<file path="src/rtl/data_mem_access_unit_if.sv">
// rtl/data_mem_access_unit_if.sv - data memory strobe/busywait bus between the MEM stage and data memory
interface data_mem_access_unit_if;
  logic        Dmem_Read;
  logic        Dmem_Write;
  logic [31:0] Dmem_Address;
  logic [31:0] Dmem_Write_data;
  logic [2:0]  Dmem_Func3;
  logic [31:0] Dmem_Read_data;
  logic        Dmem_busywait;

  modport master (
    output Dmem_Read, Dmem_Write, Dmem_Address, Dmem_Write_data, Dmem_Func3,
    input  Dmem_Read_data, Dmem_busywait
  );

  modport slave (
    input  Dmem_Read, Dmem_Write, Dmem_Address, Dmem_Write_data, Dmem_Func3,
    output Dmem_Read_data, Dmem_busywait
  );
endinterface

</file>
<file path="src/rtl/data_mem_access_unit.sv">
// rtl/data_mem_access_unit.sv - MEM-stage load/store requester with legality check, busywait handshake and timeout
module data_mem_access_unit #(
  parameter int TIMEOUT_CYCLES = 16,
  parameter int CNT_WIDTH      = 5
) (
  input  logic                         Clock,
  input  logic                         Reset,
  input  logic                         Mem_Read,
  input  logic                         Mem_Write,
  input  logic [2:0]                   Func3,
  input  logic [31:0]                  Address,
  input  logic [31:0]                  Store_data,
  data_mem_access_unit_if.master       dmem,
  output logic                         Stall,
  output logic [31:0]                  Load_data,
  output logic                         Load_valid,
  output logic                         Misaligned,
  output logic                         Bus_error
);

  typedef enum logic [1:0] {IDLE, ISSUE, WAIT, DONE} state_t;

  localparam logic [CNT_WIDTH-1:0] CNT_LAST = CNT_WIDTH'(TIMEOUT_CYCLES - 1);

  state_t               state;
  logic [CNT_WIDTH-1:0] wait_cnt;
  logic                 is_read;
  logic                 request;
  logic                 legal;
  logic                 aligned;
  logic                 accept;

  always_comb begin
    request = Mem_Read | Mem_Write;
    legal   = 1'b1;
    if (Mem_Read && Mem_Write)
      legal = 1'b0;
    else if (Mem_Read)
      legal = (Func3 inside {3'b000, 3'b001, 3'b010, 3'b100, 3'b101});
    else if (Mem_Write)
      legal = (Func3 inside {3'b000, 3'b001, 3'b010});

    // Func3[1:0] encodes the access size for both signed and unsigned loads
    aligned = 1'b1;
    if (Func3[1:0] == 2'b01 && Address[0])
      aligned = 1'b0;
    if (Func3[1:0] == 2'b10 && Address[1:0] != 2'b00)
      aligned = 1'b0;

    accept     = request & legal & aligned;
    Misaligned = (state == IDLE) & request & ~(legal & aligned);
    Stall      = (state == IDLE) ? accept : (state == ISSUE || state == WAIT);
  end

  always_ff @(posedge Clock or posedge Reset) begin
    if (Reset) begin
      state                <= IDLE;
      wait_cnt             <= '0;
      is_read              <= 1'b0;
      dmem.Dmem_Read       <= 1'b0;
      dmem.Dmem_Write      <= 1'b0;
      dmem.Dmem_Address    <= '0;
      dmem.Dmem_Write_data <= '0;
      dmem.Dmem_Func3      <= '0;
      Load_data            <= '0;
      Load_valid           <= 1'b0;
      Bus_error            <= 1'b0;
    end else begin
      case (state)
        IDLE: begin
          if (accept) begin
            dmem.Dmem_Address    <= Address;
            dmem.Dmem_Write_data <= Store_data;
            dmem.Dmem_Func3      <= Func3;
            dmem.Dmem_Read       <= Mem_Read;
            dmem.Dmem_Write      <= Mem_Write;
            is_read              <= Mem_Read;
            wait_cnt             <= '0;
            state                <= ISSUE;
          end
        end
        // Grace cycle: memory may not have raised busywait yet
        ISSUE: state <= WAIT;
        WAIT: begin
          if (!dmem.Dmem_busywait) begin
            dmem.Dmem_Read  <= 1'b0;
            dmem.Dmem_Write <= 1'b0;
            if (is_read) begin
              Load_data  <= dmem.Dmem_Read_data;
              Load_valid <= 1'b1;
            end
            state <= DONE;
          end else if (wait_cnt == CNT_LAST) begin
            dmem.Dmem_Read  <= 1'b0;
            dmem.Dmem_Write <= 1'b0;
            Bus_error       <= 1'b1;
            state           <= DONE;
          end else begin
            wait_cnt <= wait_cnt + 1'b1;
          end
        end
        DONE: begin
          Load_valid <= 1'b0;
          Bus_error  <= 1'b0;
          state      <= IDLE;
        end
        default: state <= IDLE;
      endcase
    end
  end

endmodule
</file>
<file path="src/flat_wrapper.sv">
// flat-port wrapper written by rule: the top's interface ports become plain ports
module data_mem_access_unit_flat 
#(
  parameter int TIMEOUT_CYCLES = 16,
  parameter int CNT_WIDTH      = 5
)
  (Clock, Reset, Mem_Read, Mem_Write, Func3, Address, Store_data, Stall, Load_data, Load_valid, Misaligned, Bus_error, dmem_Dmem_Read, dmem_Dmem_Write, dmem_Dmem_Address, dmem_Dmem_Write_data, dmem_Dmem_Func3, dmem_Dmem_Read_data, dmem_Dmem_busywait);
  data_mem_access_unit_if dmem_i ();
  input  logic Clock;
  input  logic Reset;
  input  logic Mem_Read;
  input  logic Mem_Write;
  input  logic [2:0] Func3;
  input  logic [31:0] Address;
  input  logic [31:0] Store_data;
  output logic Stall;
  output logic [31:0] Load_data;
  output logic Load_valid;
  output logic Misaligned;
  output logic Bus_error;
  output wire logic [$bits(dmem_i.Dmem_Read)-1:0] dmem_Dmem_Read;
  output wire logic [$bits(dmem_i.Dmem_Write)-1:0] dmem_Dmem_Write;
  output wire logic [$bits(dmem_i.Dmem_Address)-1:0] dmem_Dmem_Address;
  output wire logic [$bits(dmem_i.Dmem_Write_data)-1:0] dmem_Dmem_Write_data;
  output wire logic [$bits(dmem_i.Dmem_Func3)-1:0] dmem_Dmem_Func3;
  input wire logic [$bits(dmem_i.Dmem_Read_data)-1:0] dmem_Dmem_Read_data;
  input wire logic [$bits(dmem_i.Dmem_busywait)-1:0] dmem_Dmem_busywait;
  assign dmem_Dmem_Read = dmem_i.Dmem_Read;
  assign dmem_Dmem_Write = dmem_i.Dmem_Write;
  assign dmem_Dmem_Address = dmem_i.Dmem_Address;
  assign dmem_Dmem_Write_data = dmem_i.Dmem_Write_data;
  assign dmem_Dmem_Func3 = dmem_i.Dmem_Func3;
  assign dmem_i.Dmem_Read_data = dmem_Dmem_Read_data;
  assign dmem_i.Dmem_busywait = dmem_Dmem_busywait;
  data_mem_access_unit #(.TIMEOUT_CYCLES(TIMEOUT_CYCLES), .CNT_WIDTH(CNT_WIDTH)) u_core (.Clock(Clock), .Reset(Reset), .Mem_Read(Mem_Read), .Mem_Write(Mem_Write), .Func3(Func3), .Address(Address), .Store_data(Store_data), .dmem(dmem_i), .Stall(Stall), .Load_data(Load_data), .Load_valid(Load_valid), .Misaligned(Misaligned), .Bus_error(Bus_error));
endmodule
</file>
<file path="config.mk">
export PLATFORM = sky130hd
export DESIGN_NAME = data_mem_access_unit_flat
export DESIGN_NICKNAME = d
export VERILOG_FILES = /design/src/rtl/data_mem_access_unit_if.sv /design/src/rtl/data_mem_access_unit.sv /design/src/flat_wrapper.sv
export SDC_FILE = /design/constraint.sdc
export NUM_CORES = 1
export LEC_CHECK = 0
export ABC_CLOCK_PERIOD_IN_PS = 4620
export CAP_MARGIN = 5
export CORE_MARGIN = 3
export CORE_UTILIZATION = 35
export CTS_CLUSTER_SIZE = 10
export DETAILED_ROUTE_END_ITERATION = 6
export HOLD_SLACK_MARGIN = 0.1
export PLACE_DENSITY_LB_ADDON = 0.25
export SLEW_MARGIN = 25
export SYNTH_ARGS = -nofsm -noshare
export SYNTH_HDL_FRONTEND = slang
export SYNTH_SLANG_ARGS = --single-unit
</file>
<file path="constraint.sdc">
create_clock -name Clock -period 4.62 [get_ports Clock]
set_clock_uncertainty 0.15 [all_clocks]
set_input_delay 1.155 -clock Clock [delete_from_list [all_inputs] [get_ports Clock]]
set_output_delay 1.155 -clock Clock [all_outputs]
set_load 0.02 [all_outputs]
</file>
==> results.md <==
- DRT iter0 DRCs: 96
- DRT Pass-1 Iters: 4
- Remaining DRCs: 0
- Top-area cell type share of the netlist area: 62.6%
- Critical path type: in -> out
- Worst-Margin Slew: 0.905 ns
- Synth warn: 0
- Period minus WS final: 4.31 ns
- # nets final: 608
- Hold Startpoint: u_core.dmem.Dmem_Write_data[6]
- Die X: 119 µm
- Post-synth EDFFs: 0
- Max-Cap Viols: 0
- Port bufs: 208
- Routed WL: 10800 µm
- Clock transition at the registers of the reported paths: 0.07 ns
- H-tree levels: 3
- GRT met1 Usage: 18.6%
- Via count of the first global-routing pass: 3405
- I/O pins: 209
- Post-route ant nets: 0
- Reg2reg setup slack: 2.13 ns
- CTS tree: built
- Initial core utilization: 36.3%
- Via Count: 3122
- Setup TNS: 0 ns
- Commonest cells post-synth: 111 x dfrtp_1, 91 x mux2_2, 8 x mux2_4
- Synth Flop Type: dfrtp_1
- R2R Path Start: u_core.wait_cnt[0]
- Global route hottest layer: met2
- RSZ-0062 raised after global routing: false
- Fraction of layout cells with a size suffix above 1: 24.4%
- Req. time, crit path: 3.31 ns
- Routing usage on met3: 7.80%
- Worst Setup SP: Mem_Read
- Worst skew pair latency: 0.35 ns
- M2 GR Usage: 24.7%
- Setup crit end kind: output pin
- Sequential cell area fraction in the yosys report: 62.6%
- Core region area: 12200 µm²
- Register area: 2780 µm²
- Arr. time, crit path: 3.00 ns
- Worst Path Max Fanout: 6
- Pin count of the biggest net entering global routing: 69
- Startpoint types: primary input
- Most common cell in the synthesized netlist: dfrtp_1
- Row count: 40
- CTS max path bufs: 2
- Pwr Total: 4.98 mW
- Top cells by area, synth: dfrtp_1 63%, mux2_2 23%, mux2_4 2.7%
- Leading area contributor after synthesis: dfrtp_1
- GR Util All Layers: 15.8%
- Multi-input gate area: 1580 µm²
- Slew headroom: 39.7%
- CTS buffer count: 9
- Antenna Cells: 0
- Outcome: complete, no violations
- Mapped Cells: 288
- Average vias per placed instance: 4.65
- Area grow syn2layout: 58.9%
- Setup violators final: 0
- Final Max Slew Viols: 0
- First-pass GRT wire length: 17700 µm
- VDD IR max: 0.351 mV
- Die Span Y: 119 µm
- Static Leak: 3.03 nW
- Number of antenna violations at the first check in global routing: 0
- Post-DP HPWL: 7940 µm
- Final worst path period share: 93.3%
- Overflow left after global routing: 0
- Netlist Area Pre-Place: 4440 µm²
- Syn_nets: 397
- Netlist cell types: 35
- Hold Crit Class: reg -> reg
- Max Clock Freq: 0.232 GHz
- Routed WL per cell: 16.0 µm
- Clk root buf: clkbuf_16
- Synth async-reset ratio: 100%
- Hold Fails Final Rpt: 0
- Power Density: 707 nW/µm²
- Post-CTS Hold Fix Bufs: 0
- Post-Syn Area per Cell: 15.4 µm²
- Sink Count: 111
- Gpl congestion: 0.713
- # fillers: 1052
- #FFs+latches synth: 111
- Die area: 14100 µm²
power by group:
group / internal, mW / switching [mW] / leakage [nW] / total, mW
Clock: 0.507 / 0.342 / 0.159 / 0.849
Combinational: 1.32 / 1.14 / 1.53 / 2.45
Sequential: 1.44 / 0.235 / 1.34 / 1.68
layer usage:
| layer | share of wire (%) | wire, µm | vias to the layer above |
|---|---|---|---|
| li1 | - | - | 1445 |
| met1 | 41 | 4410 | 1525 |
| met2 | 46 | 4920 | 141 |
| met3 | 12 | 1270 | 11 |
| met4 | 1.5 | 157 | 0 |
| met5 | 0 | 0 | - |
registers in the layout (all words and copies together) (netlist names):
signal / flops
u_core.dmem.Dmem_Write: 1
u_core.state: 2
u_core.Bus_error: 1
u_core.dmem.Dmem_Func3: 3
u_core.dmem.Dmem_Address: 32
u_core.wait_cnt: 5
u_core.Load_valid: 1
u_core.Load_data: 32
u_core.is_read: 1
u_core.dmem.Dmem_Write_data: 32
u_core.dmem.Dmem_Read: 1
layout by cell type, fill, tap and decap left out, drive strengths merged, types with 2 or more instances in the layout:
cell           instances
o2bb2ai                2
a32o                   2
a21oi                  6
a22o                   2
a211oi                 2
nor3                   3
nor2                   7
clkdlybuf4s50        207
dfrtp                111
nor2b                  3
clkbuf                12
a31oi                  3
buf                    4
mux2                  99
inv                    7
o21ai                  6
nand2                  6
bufinv                 2
ha                     5
through the flow:
stage                     instances  hold WS [ns]  instance area [µm²]  utilization, %  setup slack (ns)
after global placement          655         0.336                 6710            54.9             0.182
final                           672         0.354                 7050            57.7             0.311
after floorplan                 288         0.323                 4440               -             0.384
after detailed placement        655         0.342                 6710            54.9             0.143
after global routing            672         0.369                 7050            57.7             0.172
after CTS                       671         0.358                 7040            57.6             0.131
timing repair:
action,4_1_cts,5_1_grt
hold endpoints to repair,0,0
setup buffers,0,1
endpoints found under the setup margin,0,1
gates resized for setup,0,1
layout make-up:
| class | instances | share of cell area [%] |
|---|---|---|
| sequential | 111 | 39.4 |
| timing repair buffer | 212 | 30.2 |
| multi-input combinational | 159 | 22.4 |
| clock buffer | 12 | 3.64 |
| tap | 168 | 2.98 |
| clock inverter | 4 | 1.08 |
| inverter | 6 | 0.355 |
final timing paths:
kind,end,cells past startpoint
setup / recovery,Misaligned,6
hold / removal,u_core.dmem.Dmem_Write_data[6],1
setup reg to reg,u_core.wait_cnt[3],7
hold reg to reg,u_core.dmem.Dmem_Write_data[6],1
max in group asynchronous,u_core.dmem.Dmem_Write_data[15],3
min in group asynchronous,u_core.dmem.Dmem_Address[15],2
cells by family after synthesis:
| logic type | synth area share [%] |
|---|---|
| XOR/XNOR | 0.197 |
| AND/OR/NAND/NOR | 3.41 |
| AO/OA/AOI/OAI | 4.29 |
| adder cells (fa/ha/maj) | 1.41 |
| buffers and inverters | 2.03 |
| flip-flops | 62.6 |
| multiplexers | 26.0 |
worst max-delay path, stage by stage:
cell,delay [ns]
clkdlybuf4s50_1,0.60
a21oi_1,0.12
nor3_2,0.30
a211oi_4,0.11
nor2_1,0.12
clkdlybuf4s50_1,0.61
(Power assumes the default switching activity.)
==> RTL change 1, RTL diff (same flow settings) <==
`CNT_WIDTH` is set to 5 in 2 places; all go to 10.
--- a/src/rtl/data_mem_access_unit.sv
+++ b/src/rtl/data_mem_access_unit.sv
@@ -1,7 +1,7 @@
 // rtl/data_mem_access_unit.sv - MEM-stage load/store requester with legality check, busywait handshake and timeout
 module data_mem_access_unit #(
   parameter int TIMEOUT_CYCLES = 16,
-  parameter int CNT_WIDTH      = 5
+  parameter int CNT_WIDTH      = 10
 ) (
   input  logic                         Clock,
   input  logic                         Reset,
--- a/src/flat_wrapper.sv
+++ b/src/flat_wrapper.sv
@@ -2,7 +2,7 @@
 module data_mem_access_unit_flat 
 #(
   parameter int TIMEOUT_CYCLES = 16,
-  parameter int CNT_WIDTH      = 5
+  parameter int CNT_WIDTH      = 10
 )
   (Clock, Reset, Mem_Read, Mem_Write, Func3, Address, Store_data, Stall, Load_data, Load_valid, Misaligned, Bus_error, dmem_Dmem_Read, dmem_Dmem_Write, dmem_Dmem_Address, dmem_Dmem_Write_data, dmem_Dmem_Func3, dmem_Dmem_Read_data, dmem_Dmem_busywait);
   data_mem_access_unit_if dmem_i ();
Behaviour: no difference found for any inputs over 10 cycles, from zero or initial values and one cycle with Reset high; that may be too few to reach the edited logic, so the function may still have changed.
==> RTL change 1 against the original RTL <==
  * Cell count increased by 8.9%
  * Cell area increased by 6.6%
  * Synthesized area increased by 6.1%
  * Power increased by 8.7%
  * Critical path depth unchanged
  * Worst setup slack got worse by 0.15 ns
  * Sequential cell count increased by 5
  * Wire length increased by 12%
  * Largest cell class unchanged
==> RTL change 1: results (changes against the original RTL) <==
\begin{tabular}{lr}
\hline
Metric & Value \\
\hline
\multicolumn{2}{l}{\textbf{Power}} \\
Worst VDD drop & 0.000413 V (was 0.000351 V) \\
Clock-net power & 1190 uW (was 849 uW) \\
Switching pwr & 1830 uW (was 1710 uW) \\
Leakage & 0.00311 uW (was 0.00303 uW) \\
Sequential share of power & 32.0\% (was 33.7\%) \\
\multicolumn{2}{l}{\textbf{Global route}} \\
Wire length of the first global-routing pass & 19300 um (was 17700 um) \\
Global-route track usage on met1 & 18.0\% (was 18.6\%) \\
Pin count of the biggest net entering global routing & 70 (was 69) \\
Met3 usage & 9.52\% (was 7.80\%) \\
Number of global-route vias before repair & 3768 (was 3405) \\
\multicolumn{2}{l}{\textbf{Clock network}} \\
Number of CTS-inserted buffers & 17 (was 9) \\
\multicolumn{2}{l}{\textbf{Layout}} \\
Share of cells above drive strength 1 & 23.9\% (was 24.4\%) \\
\multicolumn{2}{l}{\textbf{Synth}} \\
Proportion of synthesized chip area in sequential cells & 61.7\% (was 62.6\%) \\
Adder-Cell Fraction of Synth Area & 1.06\% (was 1.41\%) \\
Mux share of post-synthesis cell area & 23.9\% (was 26.0\%) \\
\multicolumn{2}{l}{\textbf{Critical path}} \\
R2R cell count & 6 (was 7) \\
Max incr delay on CP & 0.63 ns (was 0.61 ns) \\
Data arrival time of the critical path & 3.15 ns (was 3.00 ns) \\
\multicolumn{2}{l}{\textbf{Placement}} \\
Final weighted congestion in routability-driven placement & 0.782 (was 0.713) \\
Placed Area & 6990 sq um (was 6710 sq um) \\
Detailed placement HPWL & 8940 um (was 7940 um) \\
Cell total after placement & 703 (was 655) \\
\multicolumn{2}{l}{\textbf{STA}} \\
Max transition margin & 57.7\% (was 39.7\%) \\
\multicolumn{2}{l}{\textbf{Routing}} \\
Met1 routed wirelength after detailed routing & 4390 um (was 4410 um) \\
Starting DRT DRC Count & 94 (was 96) \\
DR vias & 3502 (was 3122) \\
Average via count per standard cell & 4.78 (was 4.65) \\
\multicolumn{2}{l}{\textbf{Run status}} \\
Result of the run & completed (unchanged) \\
\multicolumn{2}{l}{\textbf{Min path}} \\
Destination of the worst hold path & u\_core.Load\_data[5] (was u\_core.dmem.Dmem\_Write\_data[6]) \\
\hline
\end{tabular}
## RTL change 1: cell types whose count changed in the layout (fill, tap and decap cells not counted), moves of 4 or more
cell	change
sky130_fd_sc_hd__dfrtp_1	+5
sky130_fd_sc_hd__nand3_1	+5
sky130_fd_sc_hd__mux2_4	-8
sky130_fd_sc_hd__nand2_1	+5
sky130_fd_sc_hd__or4_1	+4
sky130_fd_sc_hd__o21ai_0	+7
sky130_fd_sc_hd__clkbuf_1	+5
sky130_fd_sc_hd__o211ai_1	+5
sky130_fd_sc_hd__o21ai_1	+6
sky130_fd_sc_hd__mux2_2	+9
sky130_fd_sc_hd__clkbuf_16	+8
## RTL change 1: layout make-up
class / count / area [sq um]
inverter: 6 / 25.0
fill: 1055 / 5360
multi-input combinational: 196 / 1710
clock inverter: 6 / 82.6
tap: 172 / 215
timing repair buffer: 213 / 2130
clock buffer: 23 / 448
sequential: 116 / 2900
==> RTL change 2, RTL diff (same flow settings) <==
Made on the original files. Reset style: synchronous (`Reset`), changed in one clocked block.
--- a/src/rtl/data_mem_access_unit.sv
+++ b/src/rtl/data_mem_access_unit.sv
@@ -52,7 +52,7 @@
     Stall      = (state == IDLE) ? accept : (state == ISSUE || state == WAIT);
   end
 
-  always_ff @(posedge Clock or posedge Reset) begin
+  always_ff @(posedge Clock) begin
     if (Reset) begin
       state                <= IDLE;
       wait_cnt             <= '0;
Function: differs if Reset is asserted again (counterexample within 4 cycles, from zero or initial values and one cycle with Reset high); with Reset held inactive, the same outputs for 10 cycles.
==> RTL change 2 against the original RTL <==
  * Worst setup slack lost 0.20 ns
  * Synthesized area shrank 5.6%
  * Wire length rose by 9.5%
  * Register-to-register slack better by 0.15 ns
  * Sequential cell count did not move
  * Non-clock buffer count grew 3
  * Cell area fell by 5.9%
  * Largest cell class unchanged
Power is not compared: it rests on default switching activity, and its combinational part moved more than twofold at a synthesized area within 25%.
==> RTL change 2: results (changes against the original RTL) <==
\begin{tabular}{lr}
\hline
Metric & Value \\
\hline
\multicolumn{2}{l}{\textbf{Run status}} \\
Result of the run & completed (unchanged) \\
\multicolumn{2}{l}{\textbf{Min path}} \\
Hold path start & u\_core.is\_read (was u\_core.dmem.Dmem\_Write\_data[6]) \\
Destination of the worst hold path & u\_core.is\_read (was u\_core.dmem.Dmem\_Write\_data[6]) \\
Worst Hold Path Cells & 2 (was 1) \\
\multicolumn{2}{l}{\textbf{Synth}} \\
Nets in the synthesized netlist & 628 (was 397) \\
Prevailing post-synth register cell & sky130\_fd\_sc\_hd\_\_dfxtp\_1 (was sky130\_fd\_sc\_hd\_\_dfrtp\_1) \\
Syn Area/Cell & 8.07 sq um (was 15.4 sq um) \\
Synth async-reset ratio & 0\% (was 100\%) \\
Largest cells by area after synthesis & sky130\_fd\_sc\_hd\_\_dfxtp\_1 (53\%), sky130\_fd\_sc\_hd\_\_nand2\_1 (17\%), sky130\_fd\_sc\_hd\_\_a21oi\_1 (11\%) (was sky130\_fd\_sc\_hd\_\_dfrtp\_1 (63\%), sky130\_fd\_sc\_hd\_\_mux2\_2 (23\%), sky130\_fd\_sc\_hd\_\_mux2\_4 (2.7\%)) \\
Unique masters post-synth & 37 (was 35) \\
Most frequent cells after synthesis & sky130\_fd\_sc\_hd\_\_nand2\_1 (195), sky130\_fd\_sc\_hd\_\_dfxtp\_1 (111), sky130\_fd\_sc\_hd\_\_a21oi\_1 (95) (was sky130\_fd\_sc\_hd\_\_dfrtp\_1 (111), sky130\_fd\_sc\_hd\_\_mux2\_2 (91), sky130\_fd\_sc\_hd\_\_mux2\_4 (8)) \\
Area fraction of the dominant cell type after synthesis & 53.1\% (was 62.6\%) \\
\multicolumn{2}{l}{\textbf{Placement}} \\
Final weighted congestion in routability-driven placement & 0.788 (was 0.713) \\
Place WS & 0.0865 ns (was 0.143 ns) \\
Detailed placement HPWL & 8490 um (was 7940 um) \\
Placed Area & 6340 sq um (was 6710 sq um) \\
\multicolumn{2}{l}{\textbf{Global route}} \\
Aggregate global-route resource usage & 17.2\% (was 15.8\%) \\
Wire length of the first global-routing pass & 18400 um (was 17700 um) \\
Pin count of the biggest net entering global routing & 70 (was 69) \\
\multicolumn{2}{l}{\textbf{Routing}} \\
DR vias & 4050 (was 3122) \\
Average via count per standard cell & 4.74 (was 4.65) \\
Starting DRT DRC Count & 291 (was 96) \\
Average routed wire per standard cell & 13.8 um (was 16.0 um) \\
\multicolumn{2}{l}{\textbf{Critical path}} \\
Worst reg-to-reg setup slack & 2.28 ns (was 2.13 ns) \\
Max FO, Critical Path & 2 (was 6) \\
\multicolumn{2}{l}{\textbf{Layout}} \\
Total area of multi-input combinational cells & 1790 sq um (was 1580 sq um) \\
Total number of nets in the final design & 819 (was 608) \\
\multicolumn{2}{l}{\textbf{Clock network}} \\
Clk Latency, worst-skew pair & 0.33 ns (was 0.35 ns) \\
\multicolumn{2}{l}{\textbf{STA}} \\
Slew at the pin closest to its max-slew limit & 0.775 ns (was 0.905 ns) \\
\hline
\end{tabular}
==> RTL change 2: cell count changes in the layout (fill, tap and decap cells not counted), moves of 5 or more <==
cell                      unedited run  this run
sky130_fd_sc_hd__dfrtp_1           111         0
sky130_fd_sc_hd__buf_4               3         8
sky130_fd_sc_hd__nand2_1             6       194
sky130_fd_sc_hd__a21oi_1             6        95
sky130_fd_sc_hd__nand2_2             0        11
sky130_fd_sc_hd__dfxtp_1             0       111
sky130_fd_sc_hd__mux2_2             91         0
sky130_fd_sc_hd__mux2_4              8         1
sky130_fd_sc_hd__nor2_1              7        12
sky130_fd_sc_hd__a21oi_2             0        10
==> RTL change 2: how the worst max path moves through the flow <==
stage                            end  slack, ns
final                          Stall       0.11
after global routing           Stall       0.02
after CTS                 Misaligned       0.07
after detailed placement  Misaligned       0.09
after global placement    Misaligned        0.1
after floorplan                Stall       0.88
==> RTL change 2: routing by layer <==
layer	routed length, um	track usage [%]
met1	5040	21.1
met2	5400	27.9
met3	1090	5.68
met4	256	7.12
met5	0	0
==> RTL change 2: cells by family (layout without fill, tap and decap cells) <==
group,after synthesis,count (layout),share of synthesized area (%)
buffers and inverters,41,234,4.39
xor gates and xnor gates,2,2,0.418
and+or+nand+nor,232,232,22.3
DFF,111,111,53.1
muxes,3,3,0.837
AOI/OAI and AO/OA,125,125,17.5
adders and majority gates,5,5,1.49
==> RTL change 2: cell type report <==
type,count,area share [%]
Sequential cell,111,33.5
Timing Repair Buffer,215,32.2
Multi-Input combinational cell,367,27.0
Clock buffer,12,3.87
Tap cell,143,2.70
Clock inverter,1,0.453
Inverter,6,0.339
==> RTL change 2: power breakdown <==
group	switching, uW	internal (uW)
Sequential	18.7	993
Clock	317	441
Combinational	171	180
